--- config.mk ---
export PLATFORM = sky130hd
export DESIGN_NAME = sr595_shift_driver
export DESIGN_NICKNAME = d
export VERILOG_FILES = /design/src/rtl/sr595_shift_driver_pkg.sv /design/src/rtl/sr595_shift_driver_tick_gen.sv /design/src/rtl/sr595_shift_driver.sv
export SDC_FILE = /design/constraint.sdc
export NUM_CORES = 1
export LEC_CHECK = 0
export ABC_AREA = 0
export CAP_MARGIN = 20
export CORE_MARGIN = 5
export CORE_UTILIZATION = 35
export CTS_CLUSTER_DIAMETER = 80
export DETAILED_ROUTE_END_ITERATION = 6
export GPL_TIMING_DRIVEN = 0
export PLACE_DENSITY = 0.58
export SYNTH_ARGS = -nofsm -noshare
export SYNTH_HDL_FRONTEND = slang
export SYNTH_SLANG_ARGS = --single-unit
--- constraint.sdc ---
create_clock -name clk -period 2 [get_ports clk]
set_input_delay 0.4 -clock clk [delete_from_list [all_inputs] [get_ports clk]]
set_output_delay 0.4 -clock clk [all_outputs]
set_load 0.01 [all_outputs]
--- src/rtl/sr595_shift_driver_pkg.sv ---
// Shared definitions for the 74LV595 chain driver.
//   state_t      : driver FSM encoding (INIT, IDLE, SHIFT, LATCH)
//   STATE_W      : width of the state encoding
//   word_width() : parallel word width for a given chip count (8 bits per chip)
package sr595_shift_driver_pkg;

    localparam int STATE_W       = 2;
    localparam int BITS_PER_CHIP = 8;

    typedef enum logic [STATE_W-1:0] {
        ST_INIT  = 2'd0,
        ST_IDLE  = 2'd1,
        ST_SHIFT = 2'd2,
        ST_LATCH = 2'd3
    } state_t;

    function automatic int word_width(input int n_chips);
        return BITS_PER_CHIP * n_chips;
    endfunction

endpackage

--- src/rtl/sr595_shift_driver_tick_gen.sv ---
// Divider tick generator for the 595 pin timing.
//   clk    : system clock
//   resetn : asynchronous active-low reset (counter to 0)
//   clr    : synchronous restart; the next tick fires DIV cycles later
//   tick   : one-cycle strobe every DIV cycles
module sr595_tick_gen #(
    parameter int DIV = 2
) (
    input  logic clk,
    input  logic resetn,
    input  logic clr,
    output logic tick
);

    localparam int CW = $clog2(DIV + 1);

    logic [CW-1:0] cnt;

    // Down-counter: tick on zero, reload at DIV-1. DIV=1 ticks every cycle.
    assign tick = (cnt == '0);

    always_ff @(posedge clk or negedge resetn) begin
        if (!resetn) begin
            cnt <= '0;
        end else if (clr || tick) begin
            cnt <= CW'(DIV - 1);
        end else begin
            cnt <= cnt - CW'(1);
        end
    end

endmodule

--- src/rtl/sr595_shift_driver.sv ---
// Serializer for a chain of N_CHIPS cascaded 74LV595 shift/storage registers.
// Accepts a parallel word over valid/ready, shifts it MSB-first on ser/srclk,
// then pulses rclk to move it to the chip outputs. After reset the chain is
// cleared and 0x00 latched before the first word is accepted.
//   clk, resetn : system clock, asynchronous active-low reset
//   in_valid/in_ready/in_data : word handshake, in_data[W-1] shifted first
//   oe_en       : request chip outputs enabled
//   busy        : INIT, SHIFT or LATCH in progress
//   ser, srclk, rclk, srclrn, oen : registered chip pins
module sr595_shift_driver
    import sr595_shift_driver_pkg::*;
#(
    parameter int N_CHIPS = 1,
    parameter int DIV     = 2
) (
    input  logic                               clk,
    input  logic                               resetn,
    input  logic                               in_valid,
    output logic                               in_ready,
    input  logic [BITS_PER_CHIP*N_CHIPS-1:0]   in_data,
    input  logic                               oe_en,
    output logic                               busy,
    output logic                               ser,
    output logic                               srclk,
    output logic                               rclk,
    output logic                               srclrn,
    output logic                               oen
);

    localparam int W  = word_width(N_CHIPS);
    localparam int BW = $clog2(W);

    state_t         state;
    logic [W-1:0]   shbuf;
    logic [BW-1:0]  bit_cnt;
    logic [1:0]     init_ph;
    logic           init_done;
    logic           tick;
    logic           accept;

    assign accept = (state == ST_IDLE) && in_valid && in_ready;

    // Restarting on accept aligns every SHIFT/LATCH edge to the handshake;
    // later state entries all happen on a tick, which reloads the divider.
    sr595_tick_gen #(
        .DIV (DIV)
    ) u_tick (
        .clk    (clk),
        .resetn (resetn),
        .clr    (accept),
        .tick   (tick)
    );

    always_ff @(posedge clk or negedge resetn) begin
        if (!resetn) begin
            state     <= ST_INIT;
            shbuf     <= '0;
            bit_cnt   <= '0;
            init_ph   <= '0;
            init_done <= 1'b0;
            in_ready  <= 1'b0;
            busy      <= 1'b1;
            ser       <= 1'b0;
            srclk     <= 1'b0;
            rclk      <= 1'b0;
            srclrn    <= 1'b0;
            oen       <= 1'b1;
        end else begin
            // Output enable tracks oe_en with one cycle of delay, in any state.
            oen <= ~(oe_en & init_done);

            case (state)
                // srclk low then high while srclrn holds the chain clear, then
                // latch the cleared chain so the outputs start at 0x00. The
                // low half before the first rise is covered by reset itself.
                ST_INIT: begin
                    if (tick) begin
                        case (init_ph)
                            2'd0: begin
                                srclk   <= 1'b1;
                                init_ph <= 2'd1;
                            end
                            2'd1: begin
                                srclk   <= 1'b0;
                                srclrn  <= 1'b1;
                                rclk    <= 1'b1;
                                init_ph <= 2'd2;
                            end
                            default: begin
                                rclk      <= 1'b0;
                                init_ph   <= 2'd0;
                                init_done <= 1'b1;
                                in_ready  <= 1'b1;
                                busy      <= 1'b0;
                                state     <= ST_IDLE;
                            end
                        endcase
                    end
                end

                ST_IDLE: begin
                    if (accept) begin
                        shbuf    <= in_data;
                        bit_cnt  <= BW'(W - 1);
                        ser      <= in_data[W-1];
                        srclk    <= 1'b0;
                        in_ready <= 1'b0;
                        busy     <= 1'b1;
                        state    <= ST_SHIFT;
                    end
                end

                // srclk itself marks which half of the bit period we are in;
                // ser only moves on the falling half so it is stable around
                // every rising edge.
                ST_SHIFT: begin
                    if (tick) begin
                        if (!srclk) begin
                            srclk <= 1'b1;
                        end else if (bit_cnt == '0) begin
                            srclk <= 1'b0;
                            rclk  <= 1'b1;
                            state <= ST_LATCH;
                        end else begin
                            srclk   <= 1'b0;
                            ser     <= shbuf[bit_cnt - BW'(1)];
                            bit_cnt <= bit_cnt - BW'(1);
                        end
                    end
                end

                ST_LATCH: begin
                    if (tick) begin
                        rclk     <= 1'b0;
                        in_ready <= 1'b1;
                        busy     <= 1'b0;
                        state    <= ST_IDLE;
                    end
                end

                default: state <= ST_INIT;
            endcase
        end
    end

endmodule

==> results of run 1 <==
## power groups by stage
stage	logic, uW	clock network, uW	registers [uW]
6_report	1290	298	933
5_1_grt	1420	323	968
3_5_place_dp	1300	0	948
4_1_cts	1300	307	938
2_1_floorplan	912	0	932
3_3_place_gp	1250	0	932
## final timing paths
path	to	slack, ps
worst max register to register	bit_cnt[0]$_DFFE_PN0P_	220
worst max-delay path	bit_cnt[0]$_DFFE_PN0P_	220
max in group asynchronous	busy$_DFFE_PN1P_	1010
min in group asynchronous	rclk$_DFFE_PN0P_	460
worst min-delay path	oen$_DFF_PN1_	400
worst min register to register	oen$_DFF_PN1_	400
## placed cells by master (no fill, tap or decap), types with 2 or more instances in the layout
master and instances:
sky130_fd_sc_hd__nand3b_1 2, sky130_fd_sc_hd__nor2b_1 3, sky130_fd_sc_hd__o21ai_0 4, sky130_fd_sc_hd__clkdlybuf4s50_1 18
sky130_fd_sc_hd__a21oi_1 4, sky130_fd_sc_hd__nor2_1 4, sky130_fd_sc_hd__nand3_1 4, sky130_fd_sc_hd__nand2_1 9
sky130_fd_sc_hd__dfrtp_1 23, sky130_fd_sc_hd__clkbuf_8 3, sky130_fd_sc_hd__inv_1 9, sky130_fd_sc_hd__ha_1 8
sky130_fd_sc_hd__mux4_2 2, sky130_fd_sc_hd__dfstp_2 2, sky130_fd_sc_hd__mux2i_1 3, sky130_fd_sc_hd__mux2_2 11
sky130_fd_sc_hd__nor3_1 2, sky130_fd_sc_hd__a31oi_1 3
## worst reg2reg max path: stages, from the launching register on
cell                      delay (ps)
sky130_fd_sc_hd__dfrtp_1         420
sky130_fd_sc_hd__inv_1           100
sky130_fd_sc_hd__ha_1            260
sky130_fd_sc_hd__nor2b_1         160
sky130_fd_sc_hd__a41o_1          240
sky130_fd_sc_hd__and2_4          190
sky130_fd_sc_hd__mux2_4          290
## cell families after synthesis
family,count (synthesis),synth area share
AO/OA/AOI/OAI,21,0.105
XOR/XNOR,1,0.00685
adder cells (fa/ha/maj),8,0.0783
buffers and inverters,11,0.0362
flip-flops,25,0.491
multiplexers,17,0.167
AND/OR/NAND/NOR,28,0.115
## metal layers
layer | part of all wire | routed length, microns | global-route usage | vias to the layer above
li1 | - | - | - | 435
met1 | 0.46 | 1080 | 0.123 | 437
met2 | 0.49 | 1160 | 0.188 | 17
met3 | 0.038 | 89 | 0.0245 | 5
met4 | 0.012 | 29 | 0.0319 | 0
met5 | 0 | 0 | 0 | -
## stage by stage
stage          hold WS, ps  total power (uW)
6_report               403              2520
5_1_grt                434              2710
4_1_cts                410              2550
3_5_place_dp           397              2250
3_3_place_gp           387              2180
2_1_floorplan          104              1840
## registers in the layout, summed over array words and instances, names as in the netlist
signal and flops:
shbuf 8, ser 1, srclk 1, in_ready 1, rclk 1, busy 1
bit_cnt 3, init_ph 2, u_tick.cnt 2, srclrn 1, oen 1, init_done 1
state 2
## cell type report
class                   count  area [sq um]
plain buffers               2          12.5
clock buffers               4          45.0
fillers                   359          2010
inverters                   9          33.8
multi-input cells          75           604
flip-flops and latches     25           628
well taps                  48          60.1
repair buffers             19           208
==> flow_summary_export.csv, run 1 <==
group,metric,value,unit
outcome,status,"completed",
clocking,clockRootBuffer,"sky130_fd_sc_hd__clkbuf_8",
drt,ant_nets,0,
floorplan,core_area,0.00361,sq mm
critical_path,timing.reg2reg.worst_path_depth,6,
floorplan,placement_rows,22,
global_route,grt_overflow_total,0,
critical_path,required,2160,ps
sta,post-route-worst-setup-slack,215,ps
power_and_ir_drop,internal_power,1600,uW
logic_synthesis,yosys-top-cells-count,"sky130_fd_sc_hd__dfrtp_1 (23), sky130_fd_sc_hd__mux2_2 (11), sky130_fd_sc_hd__inv_1 (9), sky130_fd_sc_hd__nand2_1 (9), sky130_fd_sc_hd__ha_1 (8)",
logic_synthesis,async_flop_share,1.00,
final_layout,diode_insertion_count_for_antenna_repair,0,
logic_synthesis,netlist_instances,111,
logic_synthesis,syn_area,0.00128,sq mm
clocking,post_cts_resized,0,
critical_path,criticalPathCategory,"flop to flop",
floorplan,floorplan.die_area,0.00496,sq mm
clocking,cts_buffers,3,
drt,detail_route.iter0.violations,33,
floorplan,die_wd,70.4,microns
final_layout,stdcell_count,182,
clocking,cts.htree.levels,1,
drt,detail_routed_net_length_per_standard_cell,13.0,microns
clocking,cts_num_sinks,25,
floorplan,design.portCount,19,
placed_design,detailedPlace.worstSlack,209,ps
global_route,antenna_found_initial,0,
clocking,post_cts_setup_repair_buffer_count,0,
logic_synthesis,yosysMostFrequentCell,"sky130_fd_sc_hd__dfrtp_1",
critical_path,critical_path_buf_inv_count,1,
global_route,grt_start_max_net_pins,26,
clocking,clock_pin_slew_on_the_worst_setup_and_hold_paths,80,ps
run,maxCapViolCount,0,
critical_path,worst_setup_path_end_kind,"flop",
placed_design,dp_cells,177,
floorplan,die_h,70.4,microns
critical_path,crit_start,"state[1]$_DFFE_PN0P_",
critical_path,critical_path_fanouts_max,6,
critical_path,critical-path-top-delay-family,"flip-flops",
drt,vias_per_cell,4.91,
global_route,global_route_wire_length_before_repair,4.23,mm
power_and_ir_drop,fraction_of_power_consumed_by_the_clock_network,0.118,
clocking,clock_tree_from_tritoncts,"yes",
sta,max_slew.worst_pin.slew,490,ps
sta,rsz_0062_raised_after_global_routing,"no",
logic_synthesis,post-synth-top-area-fraction,0.450,
logic_synthesis,yosysUniqueCellTypes,34,
sta,fin_worst_skew,3.65,ps
critical_path,delay_contributed_by_the_slowest_stage_of_the_critical_path,420,ps
floorplan,floorplan.initialDensity,0.355,
critical_path,cp.depth,6,
logic_synthesis,synth.ff_latch_count,25,
drt,routed_wirelength,2.36,mm
power_and_ir_drop,pwr_density_cell,1580,mW/mm^2
logic_synthesis,synth_area_per_cell,11.5,sq um
sta,final_max_slew_viol_count,0,
worst_hold_path,worst_hold_startpoint,"init_done$_DFFE_PN0P_",
logic_synthesis,synthDominantAreaCellType,"sky130_fd_sc_hd__dfrtp_1",
power_and_ir_drop,static-leakage-power,0.000723,uW
logic_synthesis,ys.flop_type,"sky130_fd_sc_hd__dfrtp_1",
clocking,clock_latency,270,ps
placed_design,count_of_buffers_from_port_buffering,18,
logic_synthesis,seq_area_frac_synth,0.491,
drt,drt-pass1-iter-count,4,
drt,num_vias,894,
power_and_ir_drop,power.share.sequential,0.371,
power_and_ir_drop,switching_power,918,uW
final_layout,nNetsFinal,155,
logic_synthesis,syn_nets,131,
final_layout,post-route-util,0.441,
critical_path,r2r_start,"state[1]$_DFFE_PN0P_",
drt,drc,0,
global_route,grt_pass1_vias,972,
final_layout,finalInstanceArea,0.00159,sq mm
sta,final.setup.tns,0,ps
sta,layout_worst_path_cycle_share,0.892,
sta,time_the_worst_path_needs_with_i_o_delays_and_setup,1780,ps
power_and_ir_drop,power_switching_share,0.365,
critical_path,cp-start-kind,"flop",
placed_design,detailed_place_hpwl,1.82,mm
power_and_ir_drop,p_comb_frac,0.511,
critical_path,path_cells,"inv_1 -> ha_1 -> nor2b_1 -> a41o_1 -> and2_4 -> mux2_4",
sta,clock.fmax,560,MHz
critical_path,crit_slowest_cell,"sky130_fd_sc_hd__dfrtp_1",
sta,setup_viol_count_final,0,
power_and_ir_drop,vdd_ir_drop_max,0.521,mV
final_layout,area_growth_syn_to_layout,24.5,%
clocking,clock_path_buffers,2,
logic_synthesis,ys_warn_count,0,
clocking,cts-hold-fix-buffers,0,
worst_hold_path,min_delay_path_depth,1,
worst_hold_path,worst_hold_path_type,"flop to flop",
logic_synthesis,cell_types_occupying_the_most_area_after_synthesis,"sky130_fd_sc_hd__dfrtp_1 (45%), sky130_fd_sc_hd__mux2_2 (9.7%), sky130_fd_sc_hd__ha_1 (7.8%), sky130_fd_sc_hd__dfstp_2 (4.1%), sky130_fd_sc_hd__mux4_2 (3.5%)",
critical_path,arrival,1940,ps
logic_synthesis,synth_enable_flop_cells,0,
placed_design,place_congestion,0.804,
global_route,grt_usage,0.105,
sta,timing.max_slew.rel_slack,0.672,
placed_design,placed_cell_area,0.00152,sq mm
sta,final-hold-violation-count,0,
final_layout,drive_above_1_share,0.187,
Power figures use the tool's default switching activity.
==> run 2, diff against run 1 <==
CORE_UTILIZATION = 52   (was 35)
PLACE_DENSITY = 0.79   (was 0.58)
==> flow_summary_export.csv, run 2 (synthesis results as in run 1) <==
group,metric,value,unit
outcome,status,"completed",
global_route,grt.met3_usage,0.0370,
final_layout,diode_insertion_count_for_antenna_repair,0,
drt,drc,0,
critical_path,worst_setup_path_end_kind,"primary output",
final_layout,drive_above_1_share,0.187,
sta,max_slew.worst_pin.slew,611,ps
sta,final_max_slew_viol_count,0,
drt,detail_route.iter0.violations,16,
critical_path,required,1600,ps
critical_path,crit_slowest_cell,"sky130_fd_sc_hd__dfstp_2",
global_route,grt.met1_usage,0.224,
placed_design,count_of_buffers_from_port_buffering,18,
drt,routed_wirelength,2.34,mm
global_route,grt_usage,0.161,
global_route,global_route_wire_length_before_repair,4.24,mm
global_route,antenna_found_initial,0,
floorplan,die_h,59.6,microns
placed_design,place_congestion,0.755,
final_layout,area_growth_syn_to_layout,21.2,%
critical_path,path_cells,"clkdlybuf4s50_1",
final_layout,most_frequent_standard_cell_in_the_layout_excluding_fill_and_tap_cells,"sky130_fd_sc_hd__dfrtp_1",
critical_path,cp-start-kind,"flop",
power_and_ir_drop,pwr_density_cell,1570,mW/mm^2
critical_path,critical-path-top-delay-family,"flip-flops",
sta,fin_worst_skew,2.81,ps
floorplan,floorplan.die_area,0.00355,sq mm
clocking,post_cts_setup_repair_buffer_count,0,
clocking,cts_num_sinks,25,
power_and_ir_drop,static-leakage-power,0.000715,uW
clocking,clockRootBuffer,"sky130_fd_sc_hd__clkbuf_4",
clocking,clock_pin_slew_on_the_worst_setup_and_hold_paths,130,ps
final_layout,nNetsFinal,155,
drt,vias_per_cell,5.40,
run,maxCapViolCount,0,
final_layout,number_of_flip_flops_under_the_largest_register_name,8,
critical_path,criticalPathCategory,"flop to primary output",
clocking,clock_latency,310,ps
sta,hold_worst_slack,417,ps
global_route,grt_overflow_total,0,
drt,num_vias,885,
final_layout,fillers,194,
global_route,grt_pass1_vias,890,
sta,layout_worst_path_cycle_share,0.894,
worst_hold_path,worst_hold_path_type,"flop to flop",
critical_path,delay_contributed_by_the_slowest_stage_of_the_critical_path,550,ps
critical_path,arrival,1390,ps
drt,ant_nets,0,
final_layout,finalInstanceArea,0.00155,sq mm
placed_design,placed_cell_area,0.00150,sq mm
final_layout,final_cell_mix,"sky130_fd_sc_hd__dfrtp_1 (23), sky130_fd_sc_hd__clkdlybuf4s50_1 (18), sky130_fd_sc_hd__mux2_2 (11), sky130_fd_sc_hd__inv_1 (9), sky130_fd_sc_hd__nand2_1 (9)",
sta,rsz_0062_raised_after_global_routing,"no",
global_route,grt_start_max_net_pins,26,
sta,final.setup.tns,0,ps
clocking,cts.htree.levels,1,
clocking,clock_path_buffers,2,
final_layout,top_register,"shbuf",
floorplan,placement_rows,18,
power_and_ir_drop,vdd_ir_drop_max,0.838,mV
critical_path,critical_path_fanouts_max,2,
placed_design,dp_cells,159,
sta,timing.max_slew.rel_slack,0.591,
sta,final-hold-violation-count,0,
clocking,cts_buffers,3,
clocking,cts-hold-fix-buffers,0,
floorplan,core_area,0.00241,sq mm
floorplan,floorplan.initialDensity,0.531,
floorplan,design.portCount,19,
sta,clock.fmax,559,MHz
drt,drt-pass1-iter-count,4,
global_route,global_route.peak_usage_layer,"met2",
final_layout,stdcell_count,164,
sta,setup_viol_count_final,0,
clocking,post_cts_resized,0,
critical_path,critical_path_buf_inv_count,1,
drt,detail_routed_net_length_per_standard_cell,14.2,microns
final_layout,registers_with_the_most_flip_flops,"shbuf: 8 flops, bit_cnt: 3 flops",
floorplan,die_wd,59.6,microns
global_route,use_met2,0.251,
sta,time_the_worst_path_needs_with_i_o_delays_and_setup,1790,ps
placed_design,detailed_place_hpwl,1.75,mm
clocking,clock_tree_from_tritoncts,"yes",
run 2: worst register-to-register path: stages (launching register included):
cell and delay (ps):
sky130_fd_sc_hd__dfrtp_1 430, sky130_fd_sc_hd__inv_1 90, sky130_fd_sc_hd__ha_1 250, sky130_fd_sc_hd__nor2b_1 160, sky130_fd_sc_hd__a41o_1 240, sky130_fd_sc_hd__and2_4 190, sky130_fd_sc_hd__mux2_4 290
run 2: through the flow:
step | total power, uW | utilization | setup slack [ps]
3_3_place_gp | 2160 | 0.621 | 234
2_1_floorplan | 1840 | - | 400
4_1_cts | 2450 | 0.632 | 194
3_5_place_dp | 2230 | 0.621 | 220
5_1_grt | 2660 | 0.643 | 124
6_report | 2430 | 0.643 | 211
run 2: where the power goes:
part | switching (uW) | internal, uW
registers | 175 | 759
logic | 587 | 694
clock network | 142 | 78.0
total | 904 | 1530
run 2: final cells by class:
cell class	count	area, sq um	area share
timing repair buffer	19	208	0.134
multi-input combinational	75	604	0.390
inverter	9	33.8	0.0218
clock buffer	4	26.3	0.0169
sequential	25	628	0.405
tap	30	37.5	0.0242
buffer	2	12.5	0.00807
run 2: worst paths after layout:
check                                      start                      to  slack [ps]  depth (start not counted)
setup / recovery                busy$_DFFE_PN1P_                    busy         210                          1
hold / removal             init_done$_DFFE_PN0P_           oen$_DFF_PN1_         420                          1
setup reg to reg            state[1]$_DFFE_PN0P_  bit_cnt[0]$_DFFE_PN0P_         260                          6
hold reg to reg            init_done$_DFFE_PN0P_           oen$_DFF_PN1_         420                          1
max in group asynchronous                 resetn           oen$_DFF_PN1_         980                          2
min in group asynchronous                 resetn        rclk$_DFFE_PN0P_         450                          1
run 2: metal layers:
metal  vias to the layer above  routed length [microns]
met1                       420                     1110
li1                        439                        -
met3                         5                      112
met2                        21                     1090
met4                         0                       27
met5                         -                        0
